==> config.mk <==
export PLATFORM = sky130hd
export DESIGN_NAME = pc_fetch_sequencer_flat
export DESIGN_NICKNAME = d
export VERILOG_FILES = /design/src/rtl/pc_fetch_sequencer_pkg.sv /design/src/rtl/pc_fetch_sequencer_if.sv /design/src/rtl/pc_fetch_sequencer_next_pc_calc.sv /design/src/rtl/pc_fetch_sequencer.sv /design/src/flat_wrapper.sv
export SDC_FILE = /design/constraint.sdc
export NUM_CORES = 1
export LEC_CHECK = 0
export ABC_AREA = 1
export CAP_MARGIN = 40
export CORE_MARGIN = 4
export CORE_UTILIZATION = 54
export CTS_BUF_LIST = sky130_fd_sc_hd__clkbuf_16
export DETAILED_ROUTE_END_ITERATION = 12
export GPL_ROUTABILITY_DRIVEN = 0
export PLACE_DENSITY = 0.89
export SETUP_SLACK_MARGIN = 0.02
export SLEW_MARGIN = 20
export SYNTH_ARGS = -nofsm -noshare
export SYNTH_HDL_FRONTEND = slang
export SYNTH_SLANG_ARGS = --single-unit
==> constraint.sdc <==
create_clock -name clk -period 7.4 [get_ports clk]
set_clock_uncertainty 0.1 [all_clocks]
set_input_delay 0.74 -clock clk [delete_from_list [all_inputs] [get_ports clk]]
set_output_delay 0.74 -clock clk [all_outputs]
set_load 0.01 [all_outputs]
==> src/rtl/pc_fetch_sequencer_pkg.sv <==
// Shared definitions for the PC fetch sequencer: FSM encoding, reset PC,
// sequential step and the NOP word held in an empty IF/ID register.
package pc_fetch_sequencer_pkg;

    typedef enum logic [1:0] {
        BOOT  = 2'd0,
        FETCH = 2'd1,
        DRAIN = 2'd2
    } fetch_state_e;

    localparam logic [31:0] RESET_PC  = 32'h0000_0000;
    localparam logic [31:0] PC_STEP   = 32'd4;
    localparam logic [31:0] NOP_INSTR = 32'h0000_0000;

endpackage

==> src/rtl/pc_fetch_sequencer_if.sv <==
// Bundle of ID-stage redirect inputs, instruction-memory handshake and the
// IF/ID register outputs; master is the sequencer, slave its environment.
interface pc_fetch_sequencer_if;

    logic        stall;
    logic        br_valid;
    logic        br_ne;
    logic [31:0] br_diff;
    logic [31:0] br_offset;
    logic [31:0] br_pc;
    logic        jmp_valid;
    logic [25:0] jmp_index;

    logic        imem_req;
    logic [31:0] imem_addr;
    logic        imem_ready;
    logic [31:0] imem_rdata;

    logic        if_valid;
    logic [31:0] if_instr;
    logic [31:0] if_pc;
    logic        flush;

    modport master (
        input  stall, br_valid, br_ne, br_diff, br_offset, br_pc, jmp_valid, jmp_index,
        output imem_req, imem_addr,
        input  imem_ready, imem_rdata,
        output if_valid, if_instr, if_pc, flush
    );

    modport slave (
        output stall, br_valid, br_ne, br_diff, br_offset, br_pc, jmp_valid, jmp_index,
        input  imem_req, imem_addr,
        output imem_ready, imem_rdata,
        input  if_valid, if_instr, if_pc, flush
    );

endinterface

==> src/rtl/pc_fetch_sequencer_next_pc_calc.sv <==
// Combinational redirect decode and next-PC arithmetic (all modulo 2^32).
module pc_fetch_sequencer_next_pc_calc #(
    parameter logic [31:0] PC_STEP = pc_fetch_sequencer_pkg::PC_STEP
) (
    input  logic [31:0] pc_i,
    input  logic        br_valid_i,
    input  logic        br_ne_i,
    input  logic [31:0] br_diff_i,
    input  logic [31:0] br_offset_i,
    input  logic [31:0] br_pc_i,
    input  logic        jmp_valid_i,
    input  logic [25:0] jmp_index_i,
    output logic        br_taken_o,
    output logic        jump_taken_o,
    output logic [31:0] target_o,
    output logic [31:0] pc_plus_o
);

    logic [31:0] seq_pc;
    logic [31:0] br_target;
    logic [31:0] jmp_target;
    logic        br_cond;

    // br_pc carries the jump's own PC when a jump is presented, so its region bits come from there.
    assign seq_pc     = br_pc_i + PC_STEP;
    assign br_target  = seq_pc + (br_offset_i << 2);
    assign jmp_target = {seq_pc[31:28], jmp_index_i, 2'b00};
    assign br_cond    = br_ne_i ? (br_diff_i != 32'd0) : (br_diff_i == 32'd0);

    assign jump_taken_o = jmp_valid_i;
    assign br_taken_o   = br_valid_i && !jmp_valid_i && br_cond;
    assign target_o     = jmp_valid_i ? jmp_target : br_target;
    assign pc_plus_o    = pc_i + PC_STEP;

endmodule

==> src/rtl/pc_fetch_sequencer.sv <==
// Architectural PC owner: picks sequential/branch/jump PC, runs the imem
// valid/ready fetch, and registers the IF/ID stage with flush/stall handling.
module pc_fetch_sequencer #(
    parameter logic [31:0] RESET_PC = pc_fetch_sequencer_pkg::RESET_PC,
    parameter logic [31:0] PC_STEP  = pc_fetch_sequencer_pkg::PC_STEP
) (
    input  logic                 clk,
    input  logic                 rst,
    pc_fetch_sequencer_if.master bus
);

    import pc_fetch_sequencer_pkg::*;

    fetch_state_e state_q;
    logic [31:0]  pc_q;
    logic [31:0]  pending_q;
    logic         if_valid_q;
    logic [31:0]  if_instr_q;
    logic [31:0]  if_pc_q;

    logic         br_taken;
    logic         jump_taken;
    logic [31:0]  target;
    logic [31:0]  pc_d;
    logic         req;
    logic         flush;
    logic         handshake;

    pc_fetch_sequencer_next_pc_calc #(
        .PC_STEP(PC_STEP)
    ) next_pc_calc (
        .pc_i        (pc_q),
        .br_valid_i  (bus.br_valid),
        .br_ne_i     (bus.br_ne),
        .br_diff_i   (bus.br_diff),
        .br_offset_i (bus.br_offset),
        .br_pc_i     (bus.br_pc),
        .jmp_valid_i (bus.jmp_valid),
        .jmp_index_i (bus.jmp_index),
        .br_taken_o  (br_taken),
        .jump_taken_o(jump_taken),
        .target_o    (target),
        .pc_plus_o   (pc_d)
    );

    always_comb begin
        req = 1'b0;
        case (state_q)
            FETCH:   req = !(bus.stall && if_valid_q);
            DRAIN:   req = 1'b1;
            default: req = 1'b0;
        endcase
    end

    assign flush     = (jump_taken || br_taken) && (state_q != BOOT);
    assign handshake = req && bus.imem_ready;

    assign bus.imem_req  = req;
    assign bus.imem_addr = pc_q;
    assign bus.flush     = flush;
    assign bus.if_valid  = if_valid_q;
    assign bus.if_instr  = if_instr_q;
    assign bus.if_pc     = if_pc_q;

    // A redirect that hits an unaccepted request parks its target until the old address is taken.
    always_ff @(posedge clk or posedge rst) begin
        if (rst) begin
            state_q    <= BOOT;
            pc_q       <= RESET_PC;
            pending_q  <= 32'd0;
            if_valid_q <= 1'b0;
            if_instr_q <= NOP_INSTR;
            if_pc_q    <= 32'd0;
        end else begin
            case (state_q)
                BOOT: state_q <= FETCH;
                FETCH: begin
                    if (flush) begin
                        if_valid_q <= 1'b0;
                        if (req && !bus.imem_ready) begin
                            pending_q <= target;
                            state_q   <= DRAIN;
                        end else begin
                            pc_q <= target;
                        end
                    end else if (handshake) begin
                        if_instr_q <= bus.imem_rdata;
                        if_pc_q    <= pc_q;
                        if_valid_q <= 1'b1;
                        pc_q       <= pc_d;
                    end else if (req) begin
                        if_valid_q <= 1'b0;
                    end
                end
                DRAIN: begin
                    if_valid_q <= 1'b0;
                    if (bus.imem_ready) begin
                        pc_q    <= flush ? target : pending_q;
                        state_q <= FETCH;
                    end else if (flush) begin
                        pending_q <= target;
                    end
                end
                default: state_q <= BOOT;
            endcase
        end
    end

endmodule

==> src/flat_wrapper.sv <==
// flat-port wrapper written by rule: the top's interface ports become plain ports
module pc_fetch_sequencer_flat import pc_fetch_sequencer_pkg::*;
#(
    parameter logic [31:0] RESET_PC = pc_fetch_sequencer_pkg::RESET_PC,
    parameter logic [31:0] PC_STEP  = pc_fetch_sequencer_pkg::PC_STEP
)
  (clk, rst, bus_stall, bus_br_valid, bus_br_ne, bus_br_diff, bus_br_offset, bus_br_pc, bus_jmp_valid, bus_jmp_index, bus_imem_req, bus_imem_addr, bus_imem_ready, bus_imem_rdata, bus_if_valid, bus_if_instr, bus_if_pc, bus_flush);
  pc_fetch_sequencer_if bus_i ();
  input  logic clk;
  input  logic rst;
  input wire logic [$bits(bus_i.stall)-1:0] bus_stall;
  input wire logic [$bits(bus_i.br_valid)-1:0] bus_br_valid;
  input wire logic [$bits(bus_i.br_ne)-1:0] bus_br_ne;
  input wire logic [$bits(bus_i.br_diff)-1:0] bus_br_diff;
  input wire logic [$bits(bus_i.br_offset)-1:0] bus_br_offset;
  input wire logic [$bits(bus_i.br_pc)-1:0] bus_br_pc;
  input wire logic [$bits(bus_i.jmp_valid)-1:0] bus_jmp_valid;
  input wire logic [$bits(bus_i.jmp_index)-1:0] bus_jmp_index;
  output wire logic [$bits(bus_i.imem_req)-1:0] bus_imem_req;
  output wire logic [$bits(bus_i.imem_addr)-1:0] bus_imem_addr;
  input wire logic [$bits(bus_i.imem_ready)-1:0] bus_imem_ready;
  input wire logic [$bits(bus_i.imem_rdata)-1:0] bus_imem_rdata;
  output wire logic [$bits(bus_i.if_valid)-1:0] bus_if_valid;
  output wire logic [$bits(bus_i.if_instr)-1:0] bus_if_instr;
  output wire logic [$bits(bus_i.if_pc)-1:0] bus_if_pc;
  output wire logic [$bits(bus_i.flush)-1:0] bus_flush;
  assign bus_i.stall = bus_stall;
  assign bus_i.br_valid = bus_br_valid;
  assign bus_i.br_ne = bus_br_ne;
  assign bus_i.br_diff = bus_br_diff;
  assign bus_i.br_offset = bus_br_offset;
  assign bus_i.br_pc = bus_br_pc;
  assign bus_i.jmp_valid = bus_jmp_valid;
  assign bus_i.jmp_index = bus_jmp_index;
  assign bus_imem_req = bus_i.imem_req;
  assign bus_imem_addr = bus_i.imem_addr;
  assign bus_i.imem_ready = bus_imem_ready;
  assign bus_i.imem_rdata = bus_imem_rdata;
  assign bus_if_valid = bus_i.if_valid;
  assign bus_if_instr = bus_i.if_instr;
  assign bus_if_pc = bus_i.if_pc;
  assign bus_flush = bus_i.flush;
  pc_fetch_sequencer #(.RESET_PC(RESET_PC), .PC_STEP(PC_STEP)) u_core (.clk(clk), .rst(rst), .bus(bus_i));
endmodule
=== Word-level counts from Yosys, hierarchy flattened ===
Cells that the tools add are included.

* Register bits after elaboration: 131
* Input port bits: 161
* Word-level logic and storage cells: 60

* Add/subtract/negate cells: 3
* Equal/unequal tests: 9
* Muxes and demuxes: 21
* Bitwise gates (word level): 1
* Reductions and logical operators: 20

{| class="wikitable"
|+ Operators by type and width
! kind !! count
|-
| $mux W32 || 9
|-
| $pmux W32 S2 || 2
|-
| $add A32 B3 Y32 const B || 2
|-
| $add A32 B32 Y32 || 1
|-
| $logic_not A32 Y1 || 1
|-
| $reduce_bool A32 Y1 || 1
|-
| $reduce_and A4 Y1 || 2
|-
| $logic_and A1 B1 Y1 || 6
|-
| $mux W2 || 3
|-
| $pmux W2 S3 || 1
|-
| $reduce_and A3 Y1 || 2
|-
| $mux W1 || 4
|-
| $ne A2 B1 Y1 const B || 2
|-
| $ne A2 B2 Y1 const B || 2
|-
| $ne A4 B1 Y1 const B || 1
|-
| $pmux W1 S2 || 2
|-
| $reduce_bool A2 Y1 || 2
|-
| $logic_not A1 Y1 || 3
|-
| $ne A3 B1 Y1 const B || 1
|-
| $ne A3 B3 Y1 const B || 1
|-
| $eq A2 B1 Y1 const B || 1
|-
| $eq A2 B2 Y1 const B || 1
|-
| $logic_not A2 Y1 || 1
|-
| $reduce_and A2 Y1 || 1
|-
| other kinds (2) || 2
|}

=== Depth between registers and ports, before layout ===
Gate-level depths: netlist of run 1.

* Word-level depth: 8
* Depth in mapped cells: 29
* Gate-level depth less buffers: 29

=== Modules after synthesis ===
Synthesis of run 1 repeated with hierarchy kept, for this count alone.

* Cells, all modules: 1809
* Area, all modules: 11213.3 µm²

{| class="wikitable"
|+ By module, submodules not included
! module !! times used !! cells each !! area an instance (µm²) !! sequential area each (µm²)
|-
| pc_fetch_sequencer || 1 || 1056 || 7274.5 || 3278.1
|-
| pc_fetch_sequencer_next_pc_calc || 1 || 753 || 3938.8 || 0.0
|}

=== Worst setup path before layout of run 1 ===
Ideal clock, no wire load.

* Kind: in2reg
* From: in bus_br_pc[2]
* To: reg u_core.pc_q[31] (netlist: u_core.bus.imem_addr[31])
* Arrival time: 3.242 ns
* Required time: 7.183 ns
* Path slack: 3.941 ns
* Stages on the path: 29
* Path through: inv_1 -> nor2_1 -> nand2_1 -> nor2_2 -> nand2_1 -> inv_1 -> nand2_1 -> inv_1 -> nand2_1 -> xor2_1 -> inv_1 -> ha_1 -> nand2_1 -> nor3_1 -> nand2_1 -> inv_1 -> nand2_1 -> nand2_1 -> inv_1 -> nand2_1 -> inv_1 -> nand2_1 -> nand3_1 -> nand3_1 -> nand2_1 -> nand2_1 -> nand2_1 -> nand2_1 -> nand2_1

* Longest elaborated chain between the ends: 6
* Elaborated cells between the ends (all ways): 8

{| class="wikitable"
|+ RTL lines
! item !! line !! source
|-
| start, declared || flat_wrapper.sv:16 || <nowiki>input wire logic [$bits(bus_i.br_pc)-1:0] bus_br_pc;</nowiki>
|-
| $add A32 B3 Y32 (*) || pc_fetch_sequencer_next_pc_calc.sv:25 || <nowiki>assign seq_pc = br_pc_i + PC_STEP;</nowiki>
|-
| $add A32 B32 Y32 || pc_fetch_sequencer_next_pc_calc.sv:26 || <nowiki>assign br_target = seq_pc + (br_offset_i << 2);</nowiki>
|-
| $mux W32 (*) || pc_fetch_sequencer_next_pc_calc.sv:32 || <nowiki>assign target_o = jmp_valid_i ? jmp_target : br_target;</nowiki>
|-
| $mux W32 (on tied branches) || pc_fetch_sequencer.sv:98, pc_fetch_sequencer.sv:80 ||
|-
| $mux W32 (on tied branches) || pc_fetch_sequencer.sv:97, pc_fetch_sequencer.sv:78 ||
|-
| $pmux W32 S2 (*) || pc_fetch_sequencer.sv:75 || <nowiki>case (state_q)</nowiki>
|-
| end signal, assigned || pc_fetch_sequencer.sv:84 || <nowiki>pc_q <= target;</nowiki>
|-
| end signal, assigned || pc_fetch_sequencer.sv:90 || <nowiki>pc_q <= pc_d;</nowiki>
|-
| end signal, assigned || pc_fetch_sequencer.sv:98 || <nowiki>pc_q <= flush ? target : pending_q;</nowiki>
|-
| end, declared || pc_fetch_sequencer.sv:15 || <nowiki>logic [31:0] pc_q;</nowiki>
|}

Mark *: on every way between the ends. The rest lies on a longest branch, timed or not. The select of a mux whose other input is x is not followed.
A chain may end at the register's enable or synchronous reset.

=== Final worst setup path of run 1 ===
* From: in bus_br_pc[7]
* To: reg u_core.pc_q[27] (netlist: u_core.bus.imem_addr[27])

* Longest elaborated chain between the ends: 6
* Elaborated cells between the ends (all ways): 8

{| class="wikitable"
|+ RTL lines
! item !! line
|-
| $add A32 B3 Y32 (*) || pc_fetch_sequencer_next_pc_calc.sv:25
|-
| $add A32 B32 Y32 (*) || pc_fetch_sequencer_next_pc_calc.sv:26
|-
| $mux W32 (*) || pc_fetch_sequencer_next_pc_calc.sv:32
|-
| $mux W32 (on tied branches) || pc_fetch_sequencer.sv:98, pc_fetch_sequencer.sv:80
|-
| $mux W32 (on tied branches) || pc_fetch_sequencer.sv:97, pc_fetch_sequencer.sv:78
|-
| $pmux W32 S2 (*) || pc_fetch_sequencer.sv:75
|}

Marked as above.

==> results of run 1 <==
## worst reg2reg max path, cell delays in order, from the launching register on
cell     delay (ns)
dfrtp_1        0.41
inv_1          0.14
ha_1           0.16
buf_4          0.37
inv_1          0.16
a21oi_1        0.27
inv_1          0.13
o21ai_0        0.23
nand3_2        0.58
inv_2          0.65
nand2_1        0.14
o21ai_0        0.11
## kinds of logic (layout without fill, tap and decap cells)
kind of cell,after synthesis,count (layout),share of synthesized area
buffers and inverters,195,450,0.0787
AO/OA/AOI/OAI,164,164,0.0878
multiplexers,40,40,0.0448
XOR/XNOR,52,52,0.0455
AND/OR/NAND/NOR,884,884,0.365
flip-flops,131,131,0.328
adder cells (fa/ha/maj),40,40,0.0508
## layout make-up
type / count / area (sq um) / area share
clock buffer: 17 / 425 / 0.0318
clock inverter: 15 / 158 / 0.0118
inverter: 151 / 569 / 0.0426
multi-input combinational: 1180 / 5940 / 0.444
sequential: 131 / 3280 / 0.245
tap: 229 / 287 / 0.0214
timing repair buffer: 267 / 2720 / 0.204
## how the worst max path moves through the flow
stage	endpoint	slack [ns]
2_1_floorplan	u_core.bus.if_instr[0]	3.06
3_3_place_gp	u_core.bus.if_instr[24]	2.41
3_5_place_dp	u_core.bus.imem_addr[31]	2.74
4_1_cts	u_core.bus.imem_addr[31]	3.17
5_1_grt	u_core.bus.imem_addr[31]	2.67
6_report	u_core.bus.imem_addr[27]	3.13
## power by group through the flow
| stage | Clock [uW] | Sequential (uW) | Combinational, uW |
|---|---|---|---|
| 5_1_grt | 882 | 1320 | 2650 |
| 3_5_place_dp | 0 | 1290 | 2350 |
| 3_3_place_gp | 0 | 1260 | 2220 |
| 2_1_floorplan | 0 | 1340 | 1310 |
| 4_1_cts | 845 | 1280 | 2400 |
| 6_report | 844 | 1300 | 2410 |
## per-layer routing
metal  vias up  share of wire  global-route usage
li1       5275              -                   -
met1      5112           0.37               0.365
met2       650           0.50               0.540
met3       117          0.094              0.0608
met4         0          0.038               0.111
met5         -              0                   0
## state kept, by name, indices dropped and copies added, names as in the netlist
register,count
u_core.pending_q,32
u_core.bus.if_valid,1
u_core.bus.imem_addr,32
u_core.state_q,2
u_core.bus.if_instr,32
u_core.bus.if_pc,32
## through the flow
| step | cells | utilization |
|---|---|---|
| 6_report | 1990 | 0.740 |
| 5_1_grt | 1990 | 0.740 |
| 4_1_cts | 1990 | 0.740 |
| 3_5_place_dp | 1958 | 0.707 |
| 3_3_place_gp | 1953 | 0.701 |
| 2_1_floorplan | 1506 | - |
## cell usage after synthesis (all sizes together), types with 2 or more instances
cell type / n
nand2: 590
inv: 151
nor2: 143
dfrtp: 131
nand3: 89
a21oi: 76
o21ai: 74
xor2: 40
ha: 39
mux2: 38
buf: 25
clkbuf: 19
nor3: 18
nand4: 16
or2: 12
xnor2: 12
nor4: 9
o21bai: 6
o211ai: 5
nand3b: 4
mux2i: 2
==> impl_metrics.toml, run 1 <==
[power_and_ir_drop]
ir_worst_vdd_v = 0.000225
switchingPower_uw = 1980
clock_power_share = 0.185
power_density_nw_per_um2 = 340
p_total_uw = 4550
p_seq_frac = 0.284
swShare = 0.434
internal_power_uw = 2580
pwr-share-comb = 0.530
p_leak_uw = 0.00659

[min_path]
hp-class = "reg -> reg"
hold_depth = 2
holdPathEnd = "u_core.bus.if_pc[20]"
min_from = "u_core.bus.if_pc[20]"

[clock_tree]
tritoncts = "done"
post_cts_buffers = 0
cts_buffers = 17
cts_resized = 0
hold_buffers = 0
clk_latency_ns = 0.43
clkTransAtPathRegs_ns = 0.06
cts_buffer_depth = 2
cts.sinks = 131
cts_root_buf = "clkbuf_16"
htree_num_levels = 4

[routing]
ant_nets = 0
wl_um = 32500
vias_per_cell = 5.61
drt-wirelength-per-cell_um = 16.3
drt_iter0_drc = 1404
first_pass_iters = 9
drc_errors = 0
dr_total_vias = 11200

[logic_synthesis]
ys.flop_type = "dfrtp_1"
yosysWarnings = 0
synth.distinct_cells = 43
async_flop_share = 1.00
yosys.area.top_type = "dfrtp_1"
yosys-top-cells-area = "dfrtp_1 (33%), nand2_1 (22%), inv_1 (5.6%)"
netlist_area_sq_um = 10000
avgSynthCellArea_sq_um = 6.64
seq_area_frac_synth = 0.328
yosysTopAreaCellShare = 0.328
synth-seq-cells = 131
synth_nets = 1707
synth_cells = 1506
synth-edff-count = 0

[global_routing]
grt_max_degree = 71
grt_pass1_wl_um = 50900
grt-ovfl-total = 0
grt_pass1_vias = 10800
antenna_found_initial = 0
track_usage = 0.304

[place]
place_area_sq_um = 12800
pre_cts_ws_ns = 2.74
dp_hpwl_um = 24100
io_buffers = 257

[sta]
finalHoldViolCount = 0
max_freq_mhz = 234
worst_slew_pin_slew_ns = 0.718
setup_viol = 0
rsz0062_at_grt = "false"
relSlewSlack = 0.517
min_period_ns = 4.27
setup_slack_ns = 3.13
fin_crit_sh = 0.578
slew_violations = 0
whs_ns = 0.387
tns_ns = 0

[worst_setup_path]
path_buf_inv = 3
path_depth = 24
worstSetupStartpoint = "bus_br_pc[7]"
crit_top_cell = "nand2_1"
critPathTopFamily = "simple AND/OR/NAND/NOR gates"
reg2reg_slack_ns = 3.87
cp_max_fo = 5
reg2regPathDepth = 11
worstSetupStartpointType = "primary input"
path_cells = "clkdlybuf4s50_1, nand2_1, nor2_1, inv_1, nor3_1, nand4_1, nor3_1, xnor2_1, inv_1, ha_1, nand2_1, nor2_1, nand2_1, nor2_1, nand2_1, nand3_1, nand2_1, nand3_1, nand3_1, nand2_1, nand2_1, nand2_1, nand2_1, nand2_1"
criticalPathCategory = "in -> reg"
end_kind = "flop"
cp_data_arrival_time_ns = 4.53
reg2reg_to = "u_core.pending_q[0]"
crit_required_ns = 7.66
slowest_delay_ns = 0.54
rr_startpoint = "u_core.state_q[0]"
critPathSlowestCell = "clkdlybuf4s50_1"

[floorplanning]
initial_core_util = 0.553
core-area_sq_um = 18100
io_pins = 260
die_y_um = 144
die_area_sq_um = 20800
num_rows = 49
fp.dieW_um = 144

[cells_and_area]
layout.nets = 1949
area_delta_synth_final_pct = 33.8
fin_area_sq_um = 13400
fillCellCount = 1346
layout_commonest_cell = "nand2_1"
n_antenna_cell = 0
final_layout_size_suffix_gt1_frac = 0.0625
mostFrequentLayoutCells = "nand2_1 (586), clkdlybuf4s50_1 (257), inv_1 (148), nor2_1 (139), dfrtp_1 (131)"

[status]
status = "completed"

[run]
drv_cap = 0
Note: power is estimated with default switching activity, not from simulation.
==> run 2: changes to the inputs <==
Settings changed: CORE_UTILIZATION 54 to 45, PLACE_DENSITY 0.89 to 0.8.
Clock period 7.4 ns to 3.7 ns, I/O delays scaled along.
==> run 2 against run 1 <==
Clock power rose by 100%. Clock-buffer cell count unchanged. Die area rose by 19%. First-iteration DRC count down 20%. Sequential power up 98%. Worst hold slack worse by 0.26 ns. Power is 99% higher. Non-clock buffer count rose by 80. Sequential cell count stayed put. Combinational power is 98% higher. Cell area rose by 6.3%. Highest routed layer unchanged.
==> impl_metrics.toml, run 2 (same netlist as run 1, synthesis figures left out) <==
[status]
status = "completed"

[power_and_ir_drop]
ir_worst_vdd_v = 0.000383
power_density_nw_per_um2 = 636
p_leak_uw = 0.00696
clock_power_share = 0.187
switchingPower_uw = 3810
pwr-share-comb = 0.528
p_seq_frac = 0.285
swShare = 0.422
p_total_uw = 9040
internal_power_uw = 5230

[clock_tree]
cts_buffers = 17
clkTransAtPathRegs_ns = 0.06
tritoncts = "done"
cts.sinks = 131
cts_buffer_depth = 2
cts_root_buf = "clkbuf_16"
clk_latency_ns = 0.43
htree_num_levels = 4
hold_buffers = 0

[min_path]
hp-class = "in -> async"

[worst_setup_path]
end_kind = "flop"
criticalPathCategory = "in -> reg"
cp_data_arrival_time_ns = 3.70
worstSetupStartpointType = "primary input"
cp_max_fo = 4
crit_required_ns = 3.93

[floorplanning]
die_y_um = 157
initial_core_util = 0.458
core-area_sq_um = 21800
die_area_sq_um = 24700
io_pins = 260
num_rows = 54
fp.dieW_um = 157

[cells_and_area]
fin_util = 0.651
layout_commonest_cell = "nand2_1"
area_delta_synth_final_pct = 42.1
mostFrequentLayoutCells = "nand2_1 (578), clkdlybuf4s50_1 (257), inv_1 (148), dfrtp_1 (131), nor2_1 (129)"
fin_area_sq_um = 14200
layout.nets = 2029
fillCellCount = 1898
final_layout_size_suffix_gt1_frac = 0.125
stdcell_count = 2121
n_antenna_cell = 0

[place]
place_area_sq_um = 13400
io_buffers = 257
dp_hpwl_um = 25000
dp_cells = 2087

[global_routing]
grt_pass1_vias = 10500
antenna_found_initial = 0
grt_max_degree = 79
track_usage = 0.253
grt_pass1_wl_um = 51100
grt-ovfl-total = 0

[sta]
slew_violations = 0
fin_crit_sh = 0.937
rsz0062_at_grt = "true"
finalHoldViolCount = 0
max_freq_mhz = 288
relSlewSlack = 0.502
min_period_ns = 3.47
worst_slew_pin_slew_ns = 0.747
setup_viol = 0

[run]
drv_cap = 0

[routing]
vias_per_cell = 5.24
ant_nets = 0
wl_um = 31900
drc_errors = 0
drt-wirelength-per-cell_um = 15.1
dr_total_vias = 11100
drt_iter0_drc = 1119
first_pass_iters = 6
[run 2: cell types whose count changed in the layout (fill, tap and decap cells not counted), sizes merged]
cell,previous run,this run
clkinvlp,3,5
buf,10,90
inv,155,152
bufinv,2,3
[run 2: final timing paths]
path,start,endpoint,slack (ns),cells after the start
max,bus_br_pc[3],u_core.bus.imem_addr[15],0.23,23
min,rst,u_core.bus.if_pc[1],0.13,2
max reg2reg,u_core.state_q[1],u_core.bus.if_pc[21],0.78,10
min reg2reg,u_core.bus.if_pc[31],u_core.bus.if_pc[31],0.39,2
max in group asynchronous,rst,u_core.bus.imem_addr[23],2.68,3
min in group clk,u_core.bus.if_pc[31],u_core.bus.if_pc[31],0.39,2
[run 2: layout make-up]
cell class | instances | area (sq um) | area share
Sequential cell | 131 | 3280 | 0.231
Clock inverter | 15 | 166 | 0.0117
Inverter | 151 | 571 | 0.0401
Clock buffer | 17 | 425 | 0.0299
Multi-Input combinational cell | 1180 | 6150 | 0.433
Timing Repair Buffer | 347 | 3270 | 0.230
Tap cell | 280 | 350 | 0.0246
[run 2: stage by stage]
stage                     hold WS [ns]  setup WS (ns)  setup TNS (ns)
after floorplan                  0.367          0.611               0
after global placement           0.367         -0.201           -1.77
after detailed placement         0.372         -0.322           -4.36
after CTS                        0.131         0.0804               0
after global routing             0.148        -0.0223         -0.0588
final                            0.131          0.232               0
[run 2: repair_timing]
item	in CTS	in global routing
buffers inserted	0	2
resized for setup	0	51
setup endpoints to repair	0	36
[run 2: power groups by stage]
stage / logic, uW / registers [uW] / clock network [uW]
2_1_floorplan: 2620 / 2690 / 0
3_3_place_gp: 4560 / 2540 / 0
3_5_place_dp: 4680 / 2580 / 0
4_1_cts: 4710 / 2560 / 1710
5_1_grt: 5310 / 2650 / 1780
6_report: 4780 / 2570 / 1690
[run 2: metal layers]
| metal | up-vias | wire (um) | global-route usage |
|---|---|---|---|
| met5 | - | 0 | 0 |
| met4 | 0 | 972 | 0.0807 |
| met3 | 90 | 2700 | 0.0297 |
| met2 | 535 | 15200 | 0.434 |
| met1 | 5047 | 13100 | 0.334 |
| li1 | 5450 | - | - |
[run 2: critical path, cell delays in order]
cell and delay (ns):
clkdlybuf4s50_1 0.52, ha_2 0.21, nand2_1 0.12, nor4_1 0.25, buf_4 0.17, xnor2_1 0.11, inv_1 0.06, ha_1 0.35
nand2_1 0.08, nand2_1 0.09, inv_1 0.07, nand2_1 0.07, a21oi_1 0.14, nand2_2 0.11, xnor2_1 0.15, o21ai_2 0.17
buf_4 0.14, nand2_1 0.07, nand2_1 0.09, nand2_1 0.08, nand2_1 0.11, nand2_1 0.05, o21ai_0 0.10
==> run 3: changes to the inputs <==
Settings changed: ABC_CLOCK_PERIOD_IN_PS set to 3700.
==> results of run 3 <==
The final DEF is identical to that of run 2; final timing and power are the same.
